===== src/rtl/caption_rle_decoder_if.sv =====
// Bus bundle for the caption RLE decoder.
// Groups the start/base-address control, the synchronous ROM read port,
// and the pixel stream (valid/ready plus index, coordinates and frame
// markers) so the decoder and its neighbours connect through one port.
//   master : the decoder side (drives ROM read, pixel stream, status)
//   slave  : the environment side (drives start, base, ROM data, ready)
interface caption_rle_decoder_if #(
    parameter int ADDR_W = 16,
    parameter int X_W    = 9,
    parameter int Y_W    = 7
);

    logic              i_start;
    logic [ADDR_W-1:0] i_base_addr;
    logic              o_rom_rd;
    logic [ADDR_W-1:0] o_rom_addr;
    logic [7:0]        i_rom_data;
    logic              o_valid;
    logic              i_ready;
    logic [3:0]        o_idx;
    logic [X_W-1:0]    o_x;
    logic [Y_W-1:0]    o_y;
    logic              o_last;
    logic              o_busy;
    logic              o_done;

    modport master (
        input  i_start, i_base_addr, i_rom_data, i_ready,
        output o_rom_rd, o_rom_addr, o_valid, o_idx, o_x, o_y,
               o_last, o_busy, o_done
    );

    modport slave (
        output i_start, i_base_addr, i_rom_data, i_ready,
        input  o_rom_rd, o_rom_addr, o_valid, o_idx, o_x, o_y,
               o_last, o_busy, o_done
    );

endinterface


===== src/rtl/caption_rle_decoder.sv =====
// Run-length decoder for caption bitmaps.
// Reads {run[7:4], idx[3:0]} code bytes from a synchronous ROM (data one
// cycle after the read strobe) and expands each into run+1 palette indices
// on a valid/ready stream with raster x/y, a last-pixel marker, and
// busy/done status. Index 0 passes through untouched (transparent).
// Ports:
//   i_clk  : clock
//   i_rst  : synchronous active-high reset
//   bus    : caption_rle_decoder_if.master (start/base, ROM port, stream)
module caption_rle_decoder #(
    parameter int ADDR_W = 16,
    parameter int WIDTH  = 320,
    parameter int HEIGHT = 64,
    parameter int X_W    = 9,
    parameter int Y_W    = 7
) (
    input logic                   i_clk,
    input logic                   i_rst,
    caption_rle_decoder_if.master bus
);

    typedef enum logic [2:0] {
        ST_IDLE,
        ST_FETCH,
        ST_WAIT,
        ST_EMIT,
        ST_DONE
    } state_t;

    localparam logic [X_W-1:0] X_LAST = X_W'(WIDTH - 1);
    localparam logic [Y_W-1:0] Y_LAST = Y_W'(HEIGHT - 1);

    state_t            state;
    state_t            state_next;
    logic [ADDR_W-1:0] addr_reg;
    logic [3:0]        run_cnt;
    logic [3:0]        idx_reg;
    logic [X_W-1:0]    x_cnt;
    logic [Y_W-1:0]    y_cnt;
    logic              at_row_end;
    logic              at_frame_end;
    logic              xfer;

    assign at_row_end   = (x_cnt == X_LAST);
    assign at_frame_end = at_row_end && (y_cnt == Y_LAST);
    assign xfer         = (state == ST_EMIT) && bus.i_ready;

    // State register.
    always_ff @(posedge i_clk) begin
        if (i_rst) begin
            state <= ST_IDLE;
        end else begin
            state <= state_next;
        end
    end

    // Next-state logic. The frame-end test takes priority over the run
    // count so an overlong run is cut off without fetching another byte.
    always_comb begin
        state_next = state;
        case (state)
            ST_IDLE:  if (bus.i_start) state_next = ST_FETCH;
            ST_FETCH: state_next = ST_WAIT;
            ST_WAIT:  state_next = ST_EMIT;
            ST_EMIT: begin
                if (xfer) begin
                    if (at_frame_end) begin
                        state_next = ST_DONE;
                    end else if (run_cnt == 4'd0) begin
                        state_next = ST_FETCH;
                    end
                end
            end
            ST_DONE:  state_next = ST_IDLE;
            default:  state_next = ST_IDLE;
        endcase
    end

    // Datapath registers: code-byte address, run/index of the current
    // run, and raster position. y wraps with x at frame end so the
    // coordinates read (0,0) again once the frame is finished.
    always_ff @(posedge i_clk) begin
        if (i_rst) begin
            addr_reg <= '0;
            run_cnt  <= '0;
            idx_reg  <= '0;
            x_cnt    <= '0;
            y_cnt    <= '0;
        end else begin
            case (state)
                ST_IDLE: begin
                    if (bus.i_start) begin
                        addr_reg <= bus.i_base_addr;
                        run_cnt  <= '0;
                        x_cnt    <= '0;
                        y_cnt    <= '0;
                    end
                end
                ST_WAIT: begin
                    run_cnt  <= bus.i_rom_data[7:4];
                    idx_reg  <= bus.i_rom_data[3:0];
                    addr_reg <= addr_reg + ADDR_W'(1);
                end
                ST_EMIT: begin
                    if (xfer) begin
                        run_cnt <= run_cnt - 4'd1;
                        if (at_row_end) begin
                            x_cnt <= '0;
                            y_cnt <= (y_cnt == Y_LAST) ? '0 : y_cnt + Y_W'(1);
                        end else begin
                            x_cnt <= x_cnt + X_W'(1);
                        end
                    end
                end
                default: begin
                end
            endcase
        end
    end

    // Output decode. The ROM address is only presented alongside the read
    // strobe; index and coordinates come straight from the registers so
    // they stay put while the stream is stalled.
    always_comb begin
        bus.o_rom_rd   = 1'b0;
        bus.o_rom_addr = '0;
        bus.o_valid    = 1'b0;
        bus.o_idx      = idx_reg;
        bus.o_x        = x_cnt;
        bus.o_y        = y_cnt;
        bus.o_last     = 1'b0;
        bus.o_busy     = 1'b0;
        bus.o_done     = 1'b0;
        case (state)
            ST_FETCH: begin
                bus.o_rom_rd   = 1'b1;
                bus.o_rom_addr = addr_reg;
                bus.o_busy     = 1'b1;
            end
            ST_WAIT: begin
                bus.o_busy = 1'b1;
            end
            ST_EMIT: begin
                bus.o_valid = 1'b1;
                bus.o_last  = at_frame_end;
                bus.o_busy  = 1'b1;
            end
            ST_DONE: begin
                bus.o_done = 1'b1;
            end
            default: begin
            end
        endcase
    end

endmodule


===== src/flat_wrapper.sv =====
// flat-port wrapper written by rule: the top's interface ports become plain ports
module caption_rle_decoder_flat 
#(
    parameter int ADDR_W = 16,
    parameter int WIDTH  = 320,
    parameter int HEIGHT = 64,
    parameter int X_W    = 9,
    parameter int Y_W    = 7
)
  (i_clk, i_rst, bus_i_start, bus_i_base_addr, bus_i_rom_data, bus_i_ready, bus_o_rom_rd, bus_o_rom_addr, bus_o_valid, bus_o_idx, bus_o_x, bus_o_y, bus_o_last, bus_o_busy, bus_o_done);
  caption_rle_decoder_if #(.ADDR_W(ADDR_W), .X_W(X_W), .Y_W(Y_W)) bus_i ();
  input logic i_clk;
  input logic i_rst;
  input wire logic [$bits(bus_i.i_start)-1:0] bus_i_start;
  input wire logic [$bits(bus_i.i_base_addr)-1:0] bus_i_base_addr;
  input wire logic [$bits(bus_i.i_rom_data)-1:0] bus_i_rom_data;
  input wire logic [$bits(bus_i.i_ready)-1:0] bus_i_ready;
  output wire logic [$bits(bus_i.o_rom_rd)-1:0] bus_o_rom_rd;
  output wire logic [$bits(bus_i.o_rom_addr)-1:0] bus_o_rom_addr;
  output wire logic [$bits(bus_i.o_valid)-1:0] bus_o_valid;
  output wire logic [$bits(bus_i.o_idx)-1:0] bus_o_idx;
  output wire logic [$bits(bus_i.o_x)-1:0] bus_o_x;
  output wire logic [$bits(bus_i.o_y)-1:0] bus_o_y;
  output wire logic [$bits(bus_i.o_last)-1:0] bus_o_last;
  output wire logic [$bits(bus_i.o_busy)-1:0] bus_o_busy;
  output wire logic [$bits(bus_i.o_done)-1:0] bus_o_done;
  assign bus_i.i_start = bus_i_start;
  assign bus_i.i_base_addr = bus_i_base_addr;
  assign bus_i.i_rom_data = bus_i_rom_data;
  assign bus_i.i_ready = bus_i_ready;
  assign bus_o_rom_rd = bus_i.o_rom_rd;
  assign bus_o_rom_addr = bus_i.o_rom_addr;
  assign bus_o_valid = bus_i.o_valid;
  assign bus_o_idx = bus_i.o_idx;
  assign bus_o_x = bus_i.o_x;
  assign bus_o_y = bus_i.o_y;
  assign bus_o_last = bus_i.o_last;
  assign bus_o_busy = bus_i.o_busy;
  assign bus_o_done = bus_i.o_done;
  caption_rle_decoder #(.ADDR_W(ADDR_W), .WIDTH(WIDTH), .HEIGHT(HEIGHT), .X_W(X_W), .Y_W(Y_W)) u_core (.i_clk(i_clk), .i_rst(i_rst), .bus(bus_i));
endmodule

===== config.mk =====
export PLATFORM = sky130hd
export DESIGN_NAME = caption_rle_decoder_flat
export DESIGN_NICKNAME = d
export VERILOG_FILES = /design/src/rtl/caption_rle_decoder_if.sv /design/src/rtl/caption_rle_decoder.sv /design/src/flat_wrapper.sv
export SDC_FILE = /design/constraint.sdc
export NUM_CORES = 1
export LEC_CHECK = 0
export CAP_MARGIN = 5
export CORE_MARGIN = 2
export CORE_UTILIZATION = 53
export CTS_CLUSTER_DIAMETER = 30
export DETAILED_ROUTE_END_ITERATION = 6
export PLACE_DENSITY_LB_ADDON = 0.05
export SETUP_SLACK_MARGIN = 0.05
export SYNTH_ARGS = -nofsm -noshare
export SYNTH_HDL_FRONTEND = slang
export SYNTH_SLANG_ARGS = --single-unit

===== constraint.sdc =====
create_clock -name i_clk -period 3.7 [get_ports i_clk]
set_clock_uncertainty 0.1 [all_clocks]
set_input_delay 1.11 -clock i_clk [delete_from_list [all_inputs] [get_ports i_clk]]
set_output_delay 1.11 -clock i_clk [all_outputs]
set_load 0.02 [all_outputs]

Word level (Yosys, flattened, before mapping)
Cells that the tools add are included.

$add $sub $neg: 4. Multiplexer cells: 25. Reductions and logical operators: 13. Equality and inequality tests: 10.

Operators by type and width (count): two-way mux 16 bit (2); one-hot mux 16 bit (2 select lines) (1); two-way mux 7 bit (4); two-way mux 9 bit (3); one-hot mux 9 bit (2 select lines) (1); adder 16 x 1 -> 16 bit (second input constant) (1); one-hot mux 7 bit (2 select lines) (1); two-way mux 3 bit (4); one-hot mux 3 bit (4 select lines) (1); one-hot mux 4 bit (3 select lines) (1); adder 9 x 1 -> 9 bit (second input constant) (1); equality test 9 bit (second input constant) (1); AND reduction 3 bit (3); two-way mux 4 bit (2); adder 7 x 1 -> 7 bit (second input constant) (1); equality test 7 x 6 -> 1 bit (second input constant) (1); equality test 3 x 2 -> 1 bit (second input constant) (2); two-way mux 1 bit (5); logical NOT 4 bit (1); inequality test 2 x 1 -> 1 bit (second input constant) (2); AND reduction 4 bit (1); nonzero test 2 bit (2); subtractor 4 x 1 -> 4 bit (second input constant) (1); equality test 3 x 1 -> 1 bit (second input constant) (1); 8 further kinds (9).

Word-level logic and storage cells: 58. Output and inout bits: 41. Bits in registers: 43.

Longest topological paths before layout
Gate-level depths: netlist of run 1.

Depth in word-level cells: 5. Mapped depth: 7. Mapped depth without buffers: 6.

Worst setup path after synthesis of run 1
Ideal clock, no wire load.

Path kind: register -> output. Start: register u_core.state[1]. End: output port bus_o_rom_addr[10]. Arrival time: 1.611 ns. Required time: 2.490 ns. Path buffers: 3. Cell stages (with the launch flop): 6. Setup slack: 0.879 ns. Cells stage by stage: dfxtp_1 -> buf_4 -> clkbuf_1 -> nor3_1 -> clkbuf_1 -> and2_1.

Word-level cells in the longest chain between the ends: 2.

Ends and longest elaborated chain: from (decl) (line caption_rle_decoder.sv:33) `state_t state;`; from (signal assigned) (line caption_rle_decoder.sv:53) `state <= state_next;`; equality test 3 x 1 -> 1 bit (line caption_rle_decoder.sv:134) `case (state)`; two-way mux 16 bit (line caption_rle_decoder.sv:134); to (decl) (line flat_wrapper.sv:19) `output wire logic [$bits(bus_i.o_rom_addr)-1:0] bus_o_rom_addr;`.

Every way passes these cells.

Worst setup path after layout of run 1
Start: register u_core.x_cnt[0] (netlist: u_core.bus.o_x[0]). End: output port bus_o_last.

Word-level cells in the longest chain between the ends: 3.

Ends and longest elaborated chain: from (decl) (line caption_rle_decoder.sv:38) `logic [X_W-1:0] x_cnt;`; from (signal assigned) (line caption_rle_decoder.sv:111) `x_cnt <= x_cnt + X_W'(1);`; equality test 9 bit (line caption_rle_decoder.sv:44) `assign at_row_end = (x_cnt == X_LAST);`; logical AND 1 bit (line caption_rle_decoder.sv:45) `assign at_frame_end = at_row_end && (y_cnt == Y_LAST);`; two-way mux 1 bit (line caption_rle_decoder.sv:134); to (decl) (line flat_wrapper.sv:24) `output wire logic [$bits(bus_i.o_last)-1:0] bus_o_last;`.

Every way passes these cells.

==> impl_summary.txt, run 1 <==
----------------------------------------------------
[Timing]
  Endpoints failing hold ... 0
  Max Slew Vio Count ... 0
  Number of setup violations in the final report ... 0
  Worst Max-Slew Pin Slew ... 0.8317 ns
  RSZ-0062 raised after global routing ... false
  Setup TNS ... 0 ns
  Max-Slew Margin vs Limit ... 44.55%
  Max frequency ... 284.3 MHz
  Final Cycle Share ... 95.08%
  Minimum clock period ... 3.518 ns

[Layout]
  Fill cell count ... 388
  Diode count ... 0
  Relative area change from synthesis to final layout ... 33.35%
  Fraction of final layout cells with drive strength greater than 1 ... 7.711%
  Layout Utilization ... 73.66%
  Number of flip-flops in the largest register ... 16
  Final #Nets ... 435

[Global route]
  Number of global-route vias before repair ... 2632
  Gr ovfl total ... 0
  Global-route usage over all layers ... 27.28%
  Number of antenna violations at the first check in global routing ... 0
  Maximum number of pins on one net before global-route repair ... 31
  Wire length of the first global-routing pass ... 11900 um

[Worst hold path]
  Hold_sp ... u_core.bus.o_idx[3]
  Classification of the worst-slack hold path ... register to register

[Worst setup path]
  Arrival time reported for the critical path endpoint ... 2.31 ns
  CP cell instances ... ha_1 > nand3_1 > nor3_2 > nand2_1 > nor2_1 > clkdlybuf4s50_1
  CP Launch Type ... register
  Biggest cell delay along the critical path ... 0.61 ns
  Critical path type ... register to primary output
  Slowest stage cell on the critical path ... sky130_fd_sc_hd__clkdlybuf4s50_1
  Worst Path Max Fanout ... 6
  Critical path required time ... 2.49 ns
  Endpoint class of the critical path ... primary output
  Critical path launch point ... u_core.bus.o_x[0]
  Worst reg2reg path startpoint ... u_core.state[2]

[Floorplan]
  Horizontal extent of the die ... 74.40 um
  Die area ... 5535 sq um
  Initial Util ... 55.24%
  Vert. Die Dim ... 74.40 um
  # IOs ... 69
  Row count ... 25
  Total core area ... 4755 sq um

[Yosys]
  Top FF cell, synth ... sky130_fd_sc_hd__dfxtp_1
  Avg Inst Size Synth ... 7.840 sq um
  Mapped Area ... 2626 sq um
  Flip-flop and latch count after synthesis ... 43
  Netlist cell types ... 62
  Fraction of registers with async set/reset ... 0%
  Number of warnings reported in the yosys synthesis log ... 0
  Sequential cell area fraction in the yosys report ... 32.78%
  Number of nets in the synthesized netlist ... 368
  Number of enable-type register cells in the synthesized netlist ... 0
  Number of instances in the synthesized netlist ... 335

[Job]
  Max-capacitance violation count ... 0

[Routing]
  Via total after detailed routing ... 2867
  Via density per instance ... 6.113
  Number of iterations in the first detailed-routing pass ... 5
  DRC violations left ... 0
  Antenna-violating nets left ... 0
  Routed WL per cell ... 15.61 um
  Final routed wirelength across all metal layers ... 7320 um
  Detailed Route Iter0 Violations ... 265

[Pwr]
  Power Density ... 335.3 nW/um^2
  Total power after layout ... 1174 uW
  Static leakage power ... 0.001158 uW
  Worst vdd rail ir drop ... 205.9 uV

[Clock tree]
  Clock Pin Slew Worst Setup and Hold Paths ... 0.08 ns
  Cells resized by post-CTS repair ... 0
  Clk sinks ... 43
  Clock tree from TritonCTS ... built
  Largest buffer count on any clock path ... 2
  Number of H-tree branching levels ... 2
  Post-CTS setup buffer count ... 0
  Num CTS Buffers ... 5
  Cell at the root of the clock tree ... sky130_fd_sc_hd__clkbuf_8
  Latest clock arrival within the worst-skew pair ... 0.30 ns
  Cts hold-fix bufs ... 0

[Placed design]
  DPL Wire Length ... 5151 um
  Routability Congestion ... 0.8842
  IO Port Bufs ... 68

[Status]
  Result of the run ... finished clean

----------------------------------------------------
==> cell usage after synthesis (all sizes together), types with 3 or more instances <==
cell type,instances,area share (%)
and2,19,4.5
inv,12,1.7
a22oi,7,2.0
buf,6,1.3
nand3,18,3.4
nand2,24,3.4
o211ai,4,1.1
or4,3,0.86
clkbuf,13,1.9
or3,9,2.1
xnor2,6,2.0
nor2,20,3.0
a2111oi,3,2.2
nand4,8,1.9
ha,5,2.4
nor3,18,3.6
nor4,9,2.1
a21oi,23,4.4
nand3b,3,0.86
o21a,3,0.86
o21ai,23,4.4
and3,6,1.4
dfxtp,43,33
or3b,3,1.0
a211oi,6,1.7
a31oi,6,1.4
==> where the power goes <==
part | internal (uW) | leakage, uW | total [uW] | switching (uW)
clock network | 198 | 0.0000513 | 359 | 161
logic | 129 | 0.000757 | 292 | 163
registers | 491 | 0.000351 | 524 | 32.7
==> path summary, 6_finish.rpt <==
check	end	depth (start not counted)	slack, ns
worst max-delay path	bus_o_last	6	0.18
worst max register to register	u_core.addr_reg[13]	4	1.31
worst min-delay path	u_core.bus.o_idx[3]	2	0.35
worst min register to register	u_core.bus.o_idx[3]	2	0.35
==> cells by family after synthesis <==
| kind of cell | Yosys count | synth area share [%] |
|---|---|---|
| simple gates | 150 | 31.44 |
| compound gates | 97 | 25.68 |
| flops | 43 | 32.78 |
| buf+inv | 32 | 5.050 |
| xor+xnor | 8 | 2.668 |
| fa+ha+maj | 5 | 2.382 |
==> cell usage in the layout (no fill, tap or decap), types with 3 or more instances in the layout <==
| master | n |
|---|---|
| sky130_fd_sc_hd__and2_0 | 3 |
| sky130_fd_sc_hd__nand3_1 | 18 |
| sky130_fd_sc_hd__inv_1 | 12 |
| sky130_fd_sc_hd__nor3_2 | 3 |
| sky130_fd_sc_hd__a21oi_1 | 23 |
| sky130_fd_sc_hd__nand2_1 | 24 |
| sky130_fd_sc_hd__o21ai_0 | 22 |
| sky130_fd_sc_hd__nor2_1 | 19 |
| sky130_fd_sc_hd__o21a_1 | 3 |
| sky130_fd_sc_hd__or4_1 | 3 |
| sky130_fd_sc_hd__nor3_1 | 15 |
| sky130_fd_sc_hd__o211ai_1 | 4 |
| sky130_fd_sc_hd__clkdlybuf4s50_1 | 68 |
| sky130_fd_sc_hd__nand4_1 | 8 |
| sky130_fd_sc_hd__xnor2_1 | 6 |
| sky130_fd_sc_hd__a31oi_1 | 6 |
| sky130_fd_sc_hd__or3_1 | 9 |
| sky130_fd_sc_hd__nor4_1 | 9 |
| sky130_fd_sc_hd__dfxtp_1 | 43 |
| sky130_fd_sc_hd__buf_4 | 11 |
| sky130_fd_sc_hd__a22oi_1 | 7 |
| sky130_fd_sc_hd__ha_1 | 5 |
| sky130_fd_sc_hd__and3_1 | 6 |
| sky130_fd_sc_hd__clkbuf_8 | 5 |
| sky130_fd_sc_hd__nand3b_1 | 3 |
| sky130_fd_sc_hd__a211oi_1 | 6 |
| sky130_fd_sc_hd__and2_1 | 16 |
==> layout make-up <==
class                      count  area (sq um)  area share, %
clock buffer                   6         72.57          2.072
clock inverter                 1         30.03         0.8574
inverter                      13         48.80          1.393
multi-input combinational    260          1643          46.91
sequential                    43         860.8          24.58
tap                           67         83.83          2.394
timing repair buffer          79         763.2          21.79
==> worst max-delay path: cells and delay by family, from the launching register on <==
| family | cells | cell delay (ns) |
|---|---|---|
| simple gates | 4 | 0.76 |
| buf+inv | 1 | 0.61 |
| flops | 1 | 0.42 |
| fa+ha+maj | 1 | 0.23 |
==> per-stage QoR <==
step | cells | hold slack (ns) | instance area (sq um) | setup slack [ns]
floorplan | 335 | 0.3626 | 2626 | 0.8789
global placement | 462 | 0.3416 | 3390 | 0.5131
detailed placement | 462 | 0.3453 | 3390 | 0.4132
CTS | 469 | 0.3565 | 3492 | 0.07984
global route | 469 | 0.3890 | 3502 | 0.05983
finish | 469 | 0.3538 | 3502 | 0.1820
==> layer usage <==
metal | global-route usage, % | part of all wire (%) | wire length, um
met5 | 0 | 0 | 0
met4 | 10.71 | 1.3 | 95
met3 | 5.827 | 8.4 | 616
met2 | 41.00 | 46 | 3357
met1 | 38.24 | 44 | 3251
Power figures use the tool's default switching activity.
==> inputs of run 2 (changes only) <==
- CORE_UTILIZATION: 53 -> 49
- CTS_CLUSTER_DIAMETER: 30 -> default
- clock period: 3.7 -> 3.85 ns (I/O delays scaled with it)
==> run 2 against run 1 <==
- utilization down 6.0 points
- largest cell class unchanged
- worst setup slack better by 0.055 ns
- final cell count up 0.64%
- final area down 0.75%
- routed wire length down 3.3%
- combinational power down 9.6%
- critical path type unchanged
==> impl_summary.txt, run 2 (synthesis results as in run 1) <==
----------------------------------------------------
[Worst setup path]
  Critical path type ... register to primary output
  Arrival time reported for the critical path endpoint ... 2.36 ns
  Worst reg2reg path depth ... 4
  CP Launch Type ... register
  Endpoint class of the critical path ... primary output
  Capture point of the worst reg-to-reg path ... u_core.addr_reg[13]
  Worst Path Max Fanout ... 5
  Worst reg2reg path startpoint ... u_core.state[1]
  Critical path required time ... 2.59 ns
  Slack of the worst reg-to-reg path ... 1.32 ns

[Timing]
  Worst Max-Slew Pin Slew ... 0.8339 ns
  Number of setup violations in the final report ... 0
  RSZ-0062 raised after global routing ... false
  Setup TNS ... 0 ns
  Max frequency ... 276.7 MHz
  Final Cycle Share ... 93.86%
  Endpoints failing hold ... 0
  Post-route worst hold slack ... 0.3567 ns
  Max Slew Vio Count ... 0
  Slack of the critical path ... 0.2365 ns
  Max-Slew Margin vs Limit ... 44.41%
  Minimum clock period ... 3.613 ns

[Worst hold path]
  Hold Crit Endpoint ... u_core.bus.o_idx[1]
  Hold_sp ... u_core.bus.o_idx[1]
  Classification of the worst-slack hold path ... register to register
  Hold path depth ... 2

[Floorplan]
  Die area ... 5961 sq um
  Total core area ... 5140 sq um
  Initial Util ... 51.10%
  Row count ... 26
  # IOs ... 69
  Horizontal extent of the die ... 77.21 um
  Vert. Die Dim ... 77.21 um

[Global route]
  Number of antenna violations at the first check in global routing ... 0
  Gr ovfl total ... 0
  Wire length of the first global-routing pass ... 11740 um
  Global-route usage over all layers ... 23.98%
  Maximum number of pins on one net before global-route repair ... 30
  Number of global-route vias before repair ... 2446

[Clock tree]
  Clock tree from TritonCTS ... built
  Largest buffer count on any clock path ... 2
  Latest clock arrival within the worst-skew pair ... 0.30 ns
  Cell at the root of the clock tree ... sky130_fd_sc_hd__clkbuf_8
  Clk sinks ... 43
  Clock Pin Slew Worst Setup and Hold Paths ... 0.08 ns
  Cts hold-fix bufs ... 0
  Num CTS Buffers ... 5
  Number of H-tree branching levels ... 2

[Pwr]
  Worst vdd rail ir drop ... 225.2 uV
  Static leakage power ... 0.001151 uW
  Power Density ... 305.7 nW/um^2

[Placed design]
  IO Port Bufs ... 68
  Routability Congestion ... 0.8749
  Worst setup timing slack at the placement stage ... 0.5266 ns
  DPL Wire Length ... 4941 um
  Number of cells after detailed placement ... 464

[Routing]
  Via density per instance ... 5.907
  Routed WL per cell ... 15.00 um
  Final routed wirelength across all metal layers ... 7081 um
  Via total after detailed routing ... 2788
  DRC violations left ... 0
  Number of iterations in the first detailed-routing pass ... 5
  Antenna-violating nets left ... 0
  Detailed Route Iter0 Violations ... 179

[Layout]
  Footprint of the multi-input gates ... 1638 sq um
  Diode count ... 0
  Fraction of final layout cells with drive strength greater than 1 ... 7.960%
  Final #Nets ... 434
  Top library cells by usage in the layout, fill and taps aside ... 68 x sky130_fd_sc_hd__clkdlybuf4s50_1, 42 x sky130_fd_sc_hd__dfxtp_1, 24 x sky130_fd_sc_hd__nand2_1, 23 x sky130_fd_sc_hd__a21oi_1, 22 x sky130_fd_sc_hd__o21ai_0
  Relative area change from synthesis to final layout ... 32.35%
  Number of flip-flops in the largest register ... 16
  Most common cell after layout, fill and taps aside ... sky130_fd_sc_hd__clkdlybuf4s50_1
  Sequential Area ... 862.1 sq um
  Count of placed standard cells in the final layout, fillers left out ... 472
  Layout Utilization ... 67.62%
  Fill cell count ... 471

[Status]
  Result of the run ... finished clean

[Job]
  Max-capacitance violation count ... 0

----------------------------------------------------
## run 2: routing by layer
metal / vias up / global-route usage (%) / part of all wire [%]
li1: 1398 / - / -
met1: 1289 / 34.21 / 48
met2: 92 / 34.87 / 44
met3: 9 / 5.765 / 6.4
met4: 0 / 8.929 / 1.5
met5: - / 0 / 0
## run 2: through the flow
| step | cell area, sq um | total power, uW |
|---|---|---|
| 6_report | 3476 | 1063 |
| 5_1_grt | 3476 | 1123 |
| 3_5_place_dp | 3386 | 783.7 |
| 2_1_floorplan | 2626 | 681.0 |
| 4_1_cts | 3470 | 1068 |
| 3_3_place_gp | 3386 | 778.4 |
## run 2: worst max path at each step
stage / start / end
floorplan: u_core.state[1] / bus_o_rom_addr[10]
global placement: u_core.bus.o_x[0] / bus_o_last
detailed placement: u_core.bus.o_x[0] / bus_o_last
CTS: u_core.bus.o_x[0] / bus_o_last
global route: u_core.bus.o_y[0] / bus_o_last
finish: u_core.bus.o_y[0] / bus_o_last
## run 2: worst max-delay path: stages, from the launching register on
cell                              delay (ns)
sky130_fd_sc_hd__dfxtp_1                0.40
sky130_fd_sc_hd__ha_1                   0.21
sky130_fd_sc_hd__nand3_1                0.17
sky130_fd_sc_hd__nor3_1                 0.42
sky130_fd_sc_hd__nand2_1                0.12
sky130_fd_sc_hd__nor2_1                 0.12
sky130_fd_sc_hd__clkdlybuf4s50_1        0.62
## run 2: power by group
part | internal, uW | switching [uW]
combinational | 121 | 143
sequential | 472 | 40.3
clock | 124 | 162
## run 2: repair_timing
item	4_1_cts	5_1_grt
resized for setup	0	2
setup buffers	0	0
endpoints found under the setup margin	0	2
## run 2: area by class of cell
| type | instances | area share, % |
|---|---|---|
| inverters | 13 | 1.404 |
| multi-input cells | 260 | 47.12 |
| flip-flops and latches | 43 | 24.80 |
| well taps | 70 | 2.520 |
| clock inverters | 3 | 0.4320 |
| repair buffers | 78 | 21.74 |
| clock buffers | 5 | 1.980 |
==> inputs of run 3 (changes only) <==
--- a/constraint.sdc
+++ b/constraint.sdc
@@ -3,3 +3,3 @@
 set_input_delay 1.155 -clock i_clk [delete_from_list [all_inputs] [get_ports i_clk]]
 set_output_delay 1.155 -clock i_clk [all_outputs]
-set_load 0.02 [all_outputs]
+set_load 0.05 [all_outputs]
==> run 3 against run 2 <==
- combinational power rose by 19%
- final area is 4.2% higher
- clock-buffer cell count increased by 1
- fmax grew 0.75%
- sequential power is essentially flat
- die area is the same
- via count about the same
- clock power grew 21%
- worst hold slack improved by 0.0062 ns
- critical path depth unchanged
- routed wire length grew 1.1%
- sequential cell count unchanged
==> impl_summary.txt, run 3 (synthesis results as in run 1) <==
----------------------------------------------------
[Pwr]
  Power Density ... 324.1 nW/um^2
  Worst vdd rail ir drop ... 219.4 uV
  Static leakage power ... 0.001242 uW
  Total power after layout ... 1174 uW

[Routing]
  Via density per instance ... 5.942
  Routed WL per cell ... 15.26 um
  Number of iterations in the first detailed-routing pass ... 4
  Antenna-violating nets left ... 0
  Via total after detailed routing ... 2787
  DRC violations left ... 0
  Final routed wirelength across all metal layers ... 7156 um
  Detailed Route Iter0 Violations ... 278

[Timing]
  Max frequency ... 278.8 MHz
  RSZ-0062 raised after global routing ... false
  Endpoints failing hold ... 0
  Post-route worst hold slack ... 0.3629 ns
  Final Cycle Share ... 93.16%
  Slack of the critical path ... 0.2635 ns
  Number of setup violations in the final report ... 0
  Setup TNS ... 0 ns
  Max-Slew Margin vs Limit ... 44.48%
  Max Slew Vio Count ... 0
  Minimum clock period ... 3.586 ns
  Worst Max-Slew Pin Slew ... 0.8329 ns

[Global route]
  Number of global-route vias before repair ... 2442
  Global-route usage over all layers ... 23.95%
  Maximum number of pins on one net before global-route repair ... 32
  Wire length of the first global-routing pass ... 11730 um
  Number of antenna violations at the first check in global routing ... 0
  Gr ovfl total ... 0

[Worst setup path]
  Worst reg2reg path depth ... 4
  Worst Path Max Fanout ... 6
  Critical path type ... register to primary output
  Critical path launch point ... u_core.bus.o_x[0]
  CP Launch Type ... register
  Arrival time reported for the critical path endpoint ... 2.33 ns
  Critical path required time ... 2.59 ns
  Worst reg2reg path startpoint ... u_core.state[1]
  Endpoint class of the critical path ... primary output

[Placed design]
  Number of cells after detailed placement ... 462
  Worst setup timing slack at the placement stage ... 0.3124 ns
  Routability Congestion ... 0.8732
  DPL Wire Length ... 4979 um
  IO Port Bufs ... 68

[Clock tree]
  Cell at the root of the clock tree ... sky130_fd_sc_hd__clkbuf_8
  Clk sinks ... 43
  Number of H-tree branching levels ... 2
  Num CTS Buffers ... 5
  Largest buffer count on any clock path ... 2
  Cts hold-fix bufs ... 0
  Latest clock arrival within the worst-skew pair ... 0.30 ns
  Clock Pin Slew Worst Setup and Hold Paths ... 0.08 ns
  Clock tree from TritonCTS ... built
  Post-CTS setup buffer count ... 0

[Floorplan]
  Die area ... 5961 sq um
  Vert. Die Dim ... 77.21 um
  Row count ... 26
  Initial Util ... 51.10%
  # IOs ... 69
  Total core area ... 5140 sq um
  Horizontal extent of the die ... 77.21 um

[Layout]
  Final #Nets ... 432
  Diode count ... 0
  Fill cell count ... 427
  Relative area change from synthesis to final layout ... 37.92%
  Top library cells by usage in the layout, fill and taps aside ... 50 x sky130_fd_sc_hd__clkdlybuf4s50_1, 43 x sky130_fd_sc_hd__dfxtp_1, 24 x sky130_fd_sc_hd__nand2_1, 23 x sky130_fd_sc_hd__a21oi_1, 22 x sky130_fd_sc_hd__o21ai_0
  Most common cell after layout, fill and taps aside ... sky130_fd_sc_hd__clkdlybuf4s50_1
  Count of placed standard cells in the final layout, fillers left out ... 469
  Number of flip-flops in the largest register ... 16
  Fraction of final layout cells with drive strength greater than 1 ... 10.53%

[Status]
  Result of the run ... finished clean

[Worst hold path]
  Hold_sp ... u_core.bus.o_idx[2]
  Classification of the worst-slack hold path ... register to register
  Hold path depth ... 2

[Job]
  Max-capacitance violation count ... 0

----------------------------------------------------
[run 3: stage by stage]
stage | utilization, % | cell area (sq um)
2_1_floorplan | - | 2626
3_3_place_gp | 68.45 | 3518
3_5_place_dp | 68.45 | 3518
4_1_cts | 70.42 | 3620
5_1_grt | 70.47 | 3622
6_report | 70.47 | 3622
[run 3: critical path, cell delays in order, from the launching register on]
cell                            delay [ns]
sky130_fd_sc_hd__dfxtp_1              0.42
sky130_fd_sc_hd__ha_1                 0.22
sky130_fd_sc_hd__nand3_1              0.21
sky130_fd_sc_hd__nor3_1               0.43
sky130_fd_sc_hd__nand2_1              0.13
sky130_fd_sc_hd__nor2_1               0.10
sky130_fd_sc_hd__dlygate4sd2_1        0.53
[run 3: timing repair]
action / in CTS / in global routing
cloned: 0 / 0
endpoints found under the setup margin: 1 / 1
gates resized for setup: 1 / 1
pin swaps: 0 / 0
[run 3: report_power, final]
group | internal [uW] | switching (uW) | total, uW
Sequential | 472 | 41.1 | 513
Clock | 190 | 156 | 347
Combinational | 135 | 180 | 314
Total | 797 | 377 | 1170
[run 3: worst paths after layout]
path / end / slack [ns]
worst max-delay path: bus_o_last / 0.26
worst min-delay path: u_core.bus.o_idx[2] / 0.36
worst max register to register: u_core.addr_reg[13] / 1.34
worst min register to register: u_core.bus.o_idx[2] / 0.36
[run 3: routing by layer]
layer  share of wire [%]  wire, um  GRT usage, %
met5                   0         0             0
met4                 1.3        91         10.18
met3                 7.5       538         6.118
met2                  45      3197         34.70
met1                  47      3329         33.55
[run 3: layout make-up]
cell class | count | area, sq um | area share (%)
clock inverters | 1 | 30.03 | 0.8290
clock buffers | 6 | 72.57 | 2.003
repair buffers | 76 | 889.6 | 24.56
inverters | 13 | 48.80 | 1.347
flip-flops and latches | 43 | 860.8 | 23.77
multi-input cells | 260 | 1633 | 45.08
well taps | 70 | 87.58 | 2.418
